==> src/rtl/instr_mem_loader.sv <==
// ---------------------------------------------------------------------------
// instr_mem_loader
//   Writer side of the instruction memory. Receives a program as a big-endian
//   byte stream (valid/ready), packs every 4 bytes into one instruction word
//   and writes it to byte address 0, 4, 8, ... The MIPS core is held in reset
//   while a load is in progress.
//
// Ports
//   CLK, RST      rising-edge clock, synchronous active-high reset
//   Load_Start    one-cycle start request (ignored while a load is running)
//   Word_Count    words to load, sampled with Load_Start (1..INST_MEM_DEPTH)
//   Byte_In       stream byte, transferred when Byte_Valid & Byte_Ready
//   Byte_Valid    Byte_In is valid
//   Byte_Ready    loader accepts a byte this cycle
//   Mem_WE        instruction-memory write enable (one cycle per word)
//   Mem_WAdd      byte write address, always a multiple of 4
//   Mem_WD        assembled write data (first byte in the MSB)
//   CPU_Hold      keeps the core in reset while high
//   Load_Done     load completed (held until the next Load_Start)
//   Load_Err      load rejected or failed (held until the next Load_Start)
//
// Build option
//   LOADER_CHECKSUM_EN  when defined, one checksum byte follows the last word;
//                       the 8-bit sum of all data bytes plus the checksum byte
//                       must be 0x00, otherwise the load ends in error.
// ---------------------------------------------------------------------------
module instr_mem_loader #(
    parameter int INST_WIDTH     = 32,
    parameter int INST_ADD_WIDTH = 32,
    parameter int INST_MEM_DEPTH = 100,
    parameter int CNT_WIDTH      = 8
) (
    input  logic                      CLK,
    input  logic                      RST,
    input  logic                      Load_Start,
    input  logic [CNT_WIDTH-1:0]      Word_Count,
    input  logic [7:0]                Byte_In,
    input  logic                      Byte_Valid,
    output logic                      Byte_Ready,
    output logic                      Mem_WE,
    output logic [INST_ADD_WIDTH-1:0] Mem_WAdd,
    output logic [INST_WIDTH-1:0]     Mem_WD,
    output logic                      CPU_Hold,
    output logic                      Load_Done,
    output logic                      Load_Err
);

    typedef enum logic [2:0] {
        S_IDLE,
        S_RECV,
        S_WRITE,
        S_DONE,
        S_ERR
`ifdef LOADER_CHECKSUM_EN
        ,
        S_CSUM
`endif
    } state_t;

    state_t               state;
    state_t               state_nxt;

    logic [CNT_WIDTH-1:0] cnt_lat;
    logic [CNT_WIDTH-1:0] word_idx;
    logic [1:0]           byte_cnt;
    logic                 xfer;
    logic                 count_ok;
    logic                 last_word;

`ifdef LOADER_CHECKSUM_EN
    logic [7:0]           csum;
    logic [7:0]           csum_fin;
    assign csum_fin = csum + Byte_In;
`endif

    assign xfer      = Byte_Valid & Byte_Ready;
    assign count_ok  = (Word_Count != '0) &&
                       (32'(Word_Count) <= 32'(INST_MEM_DEPTH));
    assign last_word = (word_idx == cnt_lat - CNT_WIDTH'(1));

    // State register
    always_ff @(posedge CLK) begin
        if (RST) begin
            state <= S_IDLE;
        end else begin
            state <= state_nxt;
        end
    end

    // Next-state logic
    always_comb begin
        state_nxt = state;
        unique case (state)
            S_IDLE, S_DONE, S_ERR: begin
                if (Load_Start) begin
                    state_nxt = count_ok ? S_RECV : S_ERR;
                end
            end
            S_RECV: begin
                if (xfer && (byte_cnt == 2'd3)) begin
                    state_nxt = S_WRITE;
                end
            end
            S_WRITE: begin
                if (last_word) begin
`ifdef LOADER_CHECKSUM_EN
                    state_nxt = S_CSUM;
`else
                    state_nxt = S_DONE;
`endif
                end else begin
                    state_nxt = S_RECV;
                end
            end
`ifdef LOADER_CHECKSUM_EN
            S_CSUM: begin
                if (xfer) begin
                    state_nxt = (csum_fin == 8'h00) ? S_DONE : S_ERR;
                end
            end
`endif
            default: state_nxt = S_IDLE;
        endcase
    end

    // Outputs: all control outputs are decoded from the state, so Load_Done
    // and Load_Err stay up exactly as long as DONE/ERR is held.
    always_comb begin
        Byte_Ready = 1'b0;
        Mem_WE     = 1'b0;
        CPU_Hold   = 1'b0;
        Load_Done  = 1'b0;
        Load_Err   = 1'b0;
        Mem_WAdd   = INST_ADD_WIDTH'({word_idx, 2'b00});
        unique case (state)
            S_RECV: begin
                Byte_Ready = 1'b1;
                CPU_Hold   = 1'b1;
            end
            S_WRITE: begin
                Mem_WE   = 1'b1;
                CPU_Hold = 1'b1;
            end
`ifdef LOADER_CHECKSUM_EN
            S_CSUM: begin
                Byte_Ready = 1'b1;
                CPU_Hold   = 1'b1;
            end
`endif
            S_DONE:  Load_Done = 1'b1;
            S_ERR:   Load_Err  = 1'b1;
            default: ;
        endcase
    end

    // Datapath: word assembly, indices and checksum accumulation.
    // The word index is not advanced past the last word, so Mem_WAdd never
    // points beyond the final memory location.
    always_ff @(posedge CLK) begin
        if (RST) begin
            cnt_lat  <= '0;
            word_idx <= '0;
            byte_cnt <= '0;
            Mem_WD   <= '0;
`ifdef LOADER_CHECKSUM_EN
            csum     <= '0;
`endif
        end else begin
            unique case (state)
                S_IDLE, S_DONE, S_ERR: begin
                    if (Load_Start && count_ok) begin
                        cnt_lat  <= Word_Count;
                        word_idx <= '0;
                        byte_cnt <= '0;
`ifdef LOADER_CHECKSUM_EN
                        csum     <= '0;
`endif
                    end
                end
                S_RECV: begin
                    if (xfer) begin
                        Mem_WD   <= {Mem_WD[INST_WIDTH-9:0], Byte_In};
                        byte_cnt <= byte_cnt + 2'd1;
`ifdef LOADER_CHECKSUM_EN
                        csum     <= csum + Byte_In;
`endif
                    end
                end
                S_WRITE: begin
                    byte_cnt <= '0;
                    if (!last_word) begin
                        word_idx <= word_idx + CNT_WIDTH'(1);
                    end
                end
                default: ;
            endcase
        end
    end

endmodule

==> config.mk <==
export PLATFORM = sky130hd
export DESIGN_NAME = instr_mem_loader
export DESIGN_NICKNAME = d
export VERILOG_FILES = /design/src/rtl/instr_mem_loader.sv
export SDC_FILE = /design/constraint.sdc
export NUM_CORES = 1
export LEC_CHECK = 0
export CAP_MARGIN = 20
export CORE_ASPECT_RATIO = 0.8
export CORE_MARGIN = 2
export CORE_UTILIZATION = 47
export CTS_BUF_LIST = sky130_fd_sc_hd__clkbuf_8
export CTS_CLUSTER_SIZE = 30
export DETAILED_ROUTE_END_ITERATION = 10
export PLACE_DENSITY = 0.92
export SETUP_SLACK_MARGIN = 0.15
export SLEW_MARGIN = 20
export SYNTH_ARGS = -nofsm -noshare
export SYNTH_HDL_FRONTEND = slang
export SYNTH_SLANG_ARGS = --single-unit
==> constraint.sdc <==
create_clock -name CLK -period 3.2 [get_ports CLK]
set_input_delay 0.64 -clock CLK [delete_from_list [all_inputs] [get_ports CLK]]
set_output_delay 0.64 -clock CLK [all_outputs]
set_load 0.01 [all_outputs]
==> results of run 1 <==
where the power goes:
part	internal, W	leakage, nW	switching [W]
combinational	0.000137	0.703	0.000177
clock	0.000172	0.0433	0.000217
sequential	0.000683	0.428	0.0000349
total	0.000991	1.17	0.000429
flip-flops by register name (all words and copies together), names as in the netlist:
signal    cells
byte_cnt      2
word_idx      8
Mem_WD       32
state         3
cnt_lat       8
critical path: stages:
cell and delay [ns]:
clkdlybuf4s50_1 0.45, or4_4 0.58, o41ai_4 0.31, nor3_4 0.06, or2_0 0.23, or4_1 0.51, nand2_1 0.08
layout make-up:
class / count / area (sq um)
fillers: 447 / 1850
multi-input cells: 248 / 1330
flip-flops and latches: 53 / 1060
repair buffers: 72 / 701
clock buffers: 6 / 82.6
well taps: 62 / 77.6
inverters: 4 / 15.0
clock inverters: 1 / 7.51
cell families after synthesis:
logic type	after synthesis	synth area share, %
AOI/OAI and AO/OA	63	14.8
muxes	9	3.52
DFF	53	41.5
xor gates and xnor gates	10	3.43
other	1	0.147
buffers and inverters	44	10.0
adders and majority gates	3	1.47
and+or+nand+nor	139	25.1
per-stage QoR:
step	hold slack (ns)	area [sq um]
global route	0.488	3270
detailed placement	0.448	3180
floorplan	0.436	2640
CTS	0.461	3270
global placement	0.443	3180
finish	0.458	3270
how the worst max path moves through the flow:
| stage | startpoint | endpoint | slack [ns] |
|---|---|---|---|
| 2_1_floorplan | Word_Count[0] | word_idx[6]$_SDFFE_PP0P_ | 0.66 |
| 3_3_place_gp | Word_Count[0] | word_idx[6]$_SDFFE_PP0P_ | 0.36 |
| 3_5_place_dp | Word_Count[0] | word_idx[1]$_SDFFE_PP0P_ | 0.30 |
| 4_1_cts | Word_Count[0] | word_idx[1]$_SDFFE_PP0P_ | 0.60 |
| 5_1_grt | Word_Count[0] | word_idx[1]$_SDFFE_PP0P_ | 0.52 |
| 6_report | Word_Count[0] | word_idx[6]$_SDFFE_PP0P_ | 0.61 |
layout by cell type (no fill, tap or decap), types with 6 or more instances in the layout:
| cell | count |
|---|---|
| nand2_1 | 78 |
| buf_4 | 8 |
| o21ai_0 | 7 |
| nor2_1 | 23 |
| clkdlybuf4s50_1 | 64 |
| a21oi_1 | 42 |
| clkbuf_8 | 6 |
| mux2i_1 | 9 |
| conb_1 | 24 |
| dfxtp_1 | 53 |
metal layers:
layer	up-vias	global-route usage [%]	wire length (um)
met5	-	0	0
met4	0	7.99	131
met3	13	4.14	400
met2	93	34.3	2960
met1	1061	29.0	2870
li1	1159	-	-
==> results.tsv, run 1 <==
metric	value	unit
synth_cells	322	
vias	2326	
root_buffer	clkbuf_8	
fin_crit_sh	81.1	%
grt_pass1_vias	2199	
hold_depth	2	
yosys_warnings	0	
htreeDepth	2	
synth_area_per_cell	7.94	sq um
r2r_start	cnt_lat[0]$_SDFFE_PP0P_	
n_antenna_cell	0	
cts.path.max_buffers	2	
tns	0	ns
power.total	0.00142	W
crit_required	3.45	ns
post-dp-hpwl	4.69	mm
tritoncts	yes	
cts-buffers-inserted	5	
synth.ff_latch_count	53	
yosysTopAreaCell	dfxtp_1	
viasPerCell	5.22	
synth.area.top_cells	dfxtp_1, nand2_1, a21oi_1, buf_4, mux2i_1	
drc	0	
crit_type	in2reg	
finalCriticalPeriod	2.59	ns
clkTransAtPathRegs	0.10	ns
critPathCaptureType	flop	
synth_ff_type	dfxtp_1	
port_buffers	64	
power.density	434	nW/um^2
antenna_found_initial	0	
fmax	385	MHz
final_core_util	63.8	%
grt_use_total	21.6	%
drt_pass1_iterations	4	
ctsHoldBuffers	0	
async_flop_share	0	%
synth_common_cells	nand2_1, dfxtp_1, a21oi_1, buf_4, nor2_1	
grt_max_degree	46	
die_y	70.0	um
hold_path_class	reg2reg	
leakage	1.17	nW
crit_path_max_fanout	3	
peakVddDrop	0.269	mV
netlist.area_leader.share	41.5	%
die_w	86.5	um
synth_edf_count	0	
gp_congestion	0.830	
yosysUniqueCellTypes	43	
holdCritStartpoint	Mem_WD[27]$_SDFFE_PP0P_	
cp.arrival	2.85	ns
skew	0.00655	ns
holdPathEnd	Mem_WD[27]$_SDFFE_PP0P_	
synth_seq_area_share	41.5	%
nNetsFinal	407	
rows	23	
grt-ovfl-total	0	
r2r_setup_slack	0.97	ns
grt_first_pass_wirelength	10.5	mm
r2r_cells	9	
synth_area	2560	sq um
start_util	49.9	%
cp-start-kind	input port	
io_pins	89	
area_growth_syn_to_layout	27.9	%
die-area	6050	sq um
cts_num_sinks	53	
rsz0062_at_grt	no	
core	5120	sq um
setup_viol	0	
cts-resized-gates	0	
post_cts_buffers	0	
r2r_end	word_idx[3]$_SDFFE_PP0P_	
wl_per_cell	14.3	um
drt_iter0_drc	162	
stdcell_count	446	
dp_cells	439	
dp_slack	0.296	ns
cap_violations	0	
detail-route-antenna-nets	0	
setup_slack	0.605	ns
slew_viol_final	0	
insertion_delay	0.30	ns
drt_wl_total	6.36	mm
drive_above_1_share	5.47	%
status	completed	
yosysMostFrequentCell	nand2_1	
hold_viol	0	
No activity file was read; power rests on OpenSTA's default activity.
==> inputs of run 2 (changes only) <==
clock period = 2.6 ns   (was 3.2 ns; I/O delays follow)
==> results.tsv, run 2 (same netlist as run 1, synthesis figures left out) <==
metric	value	unit
reg_top3	Mem_WD x32, cnt_lat x8, word_idx x8	
crit_required	2.08	ns
cts_num_sinks	53	
tns	0	ns
root_buffer	clkbuf_8	
grt_use_total	21.6	%
largest_register_ffs	32	
nNetsFinal	411	
drt_pass1_iterations	4	
cp-start-kind	flop	
startpoint	state[2]$_SDFFE_PP0P_	
r2r_setup_slack	0.39	ns
cap_violations	0	
tightest_slew	0.505	ns
detail-route-antenna-nets	0	
skew	0.00779	ns
rsz0062_at_grt	no	
post-dp-hpwl	4.80	mm
crit_path_end	CPU_Hold	
cts.path.max_buffers	2	
hold_viol	0	
drt_wl_total	6.48	mm
area_growth_syn_to_layout	30.2	%
nFillCells	448	
tritoncts	yes	
r2r_cells	9	
grt_max_degree	34	
rows	23	
leakage	1.22	nW
power.density	556	nW/um^2
crit_path_max_fanout	6	
hold_path_class	reg2reg	
clkTransAtPathRegs	0.09	ns
cp.arrival	1.83	ns
crit_type	reg2out	
slew_headroom	66.0	%
dp_cells	443	
drt_iter0_drc	129	
n_antenna_cell	0	
insertion_delay	0.30	ns
antenna_found_initial	0	
status	completed	
start_util	49.9	%
drc	0	
holdCritStartpoint	Mem_WD[31]$_SDFFE_PP0P_	
ctsHoldBuffers	0	
mostFrequentLayoutCell	nand2_1	
r2r_start	cnt_lat[0]$_SDFFE_PP0P_	
viasPerCell	5.17	
stdcell_count	451	
htreeDepth	2	
vias	2333	
finalCriticalPeriod	2.35	ns
grt_pass1_vias	2146	
grt-ovfl-total	0	
setup_viol	0	
place_area	3210	sq um
fin_area	3330	sq um
gp_congestion	0.853	
core	5120	sq um
r2r_end	word_idx[3]$_SDFFE_PP0P_	
slew_viol_final	0	
die_w	86.5	um
wl_per_cell	14.4	um
io_pins	89	
peakVddDrop	0.333	mV
critPathCaptureType	output port	
cts-buffers-inserted	5	
final_cell_mix	nand2_1, clkdlybuf4s50_1, dfxtp_1, a21oi_1, conb_1	
port_buffers	64	
whs	0.457	ns
fmax	425	MHz
grt_first_pass_wirelength	10.4	mm
fin_crit_sh	90.5	%
die_y	70.0	um
die-area	6050	sq um
hold_depth	2	
drive_above_1_share	7.20	%
regMostFlops	Mem_WD	
[run 2: changes by cell type in the layout (fill, tap and decap cells not counted), sizes merged]
cell           change
bufinv             +1
buf                +4
clkdlybuf4s50      -4
dlygate4sd2        +4
[run 2: area by class of cell]
class,instances,area [sq um],share of cell area [%]
multi-input combinational,248,1330,39.9
sequential,53,1060,31.9
timing repair buffer,76,726,21.8
clock buffer,6,82.6,2.48
tap,62,77.6,2.33
clock inverter,2,37.5,1.13
inverter,4,15.0,0.451
[run 2: power breakdown]
group          internal, W  switching (W)  total [W]
clock network     0.000313       0.000265   0.000578
logic             0.000171       0.000220   0.000391
registers         0.000841      0.0000417   0.000883
[run 2: stage by stage]
stage	total power (W)	utilization (%)	setup WS (ns)
after floorplan	0.00115	-	0.183
after global placement	0.00127	62.7	-0.0954
after detailed placement	0.00129	62.7	-0.167
after CTS	0.00186	64.9	0.151
after global routing	0.00194	65.0	0.190
final	0.00185	65.0	0.246
[run 2: timing repair]
item | CTS | global route
endpoints found under the hold margin | 0 | 0
setup endpoints to repair | 1 | 2
pin swaps | 3 | 0
cloned | 0 | 0
buffers inserted | 0 | 0
gates resized for setup | 5 | 2
[run 2: metal layers]
layer	up-vias	GRT usage, %	part of all wire (%)
met5	-	0	0
met3	11	3.55	5.7
li1	1166	-	-
met1	1078	29.9	45
met2	78	34.2	47
met4	0	7.29	1.8
[run 2: worst min path at each step]
stage                                          end
final                      Mem_WD[31]$_SDFFE_PP0P_
after global routing       Mem_WD[31]$_SDFFE_PP0P_
after CTS                  Mem_WD[27]$_SDFFE_PP0P_
after detailed placement   Mem_WD[27]$_SDFFE_PP0P_
after global placement     Mem_WD[31]$_SDFFE_PP0P_
after floorplan           byte_cnt[1]$_SDFFE_PP0P_
[run 2: critical path, cell delays in order (launching register included)]
cell             delay (ns)
dfxtp_1                0.36
nand2b_1               0.19
nor2_1                 0.27
or2_2                  0.18
clkdlybuf4s50_1        0.52
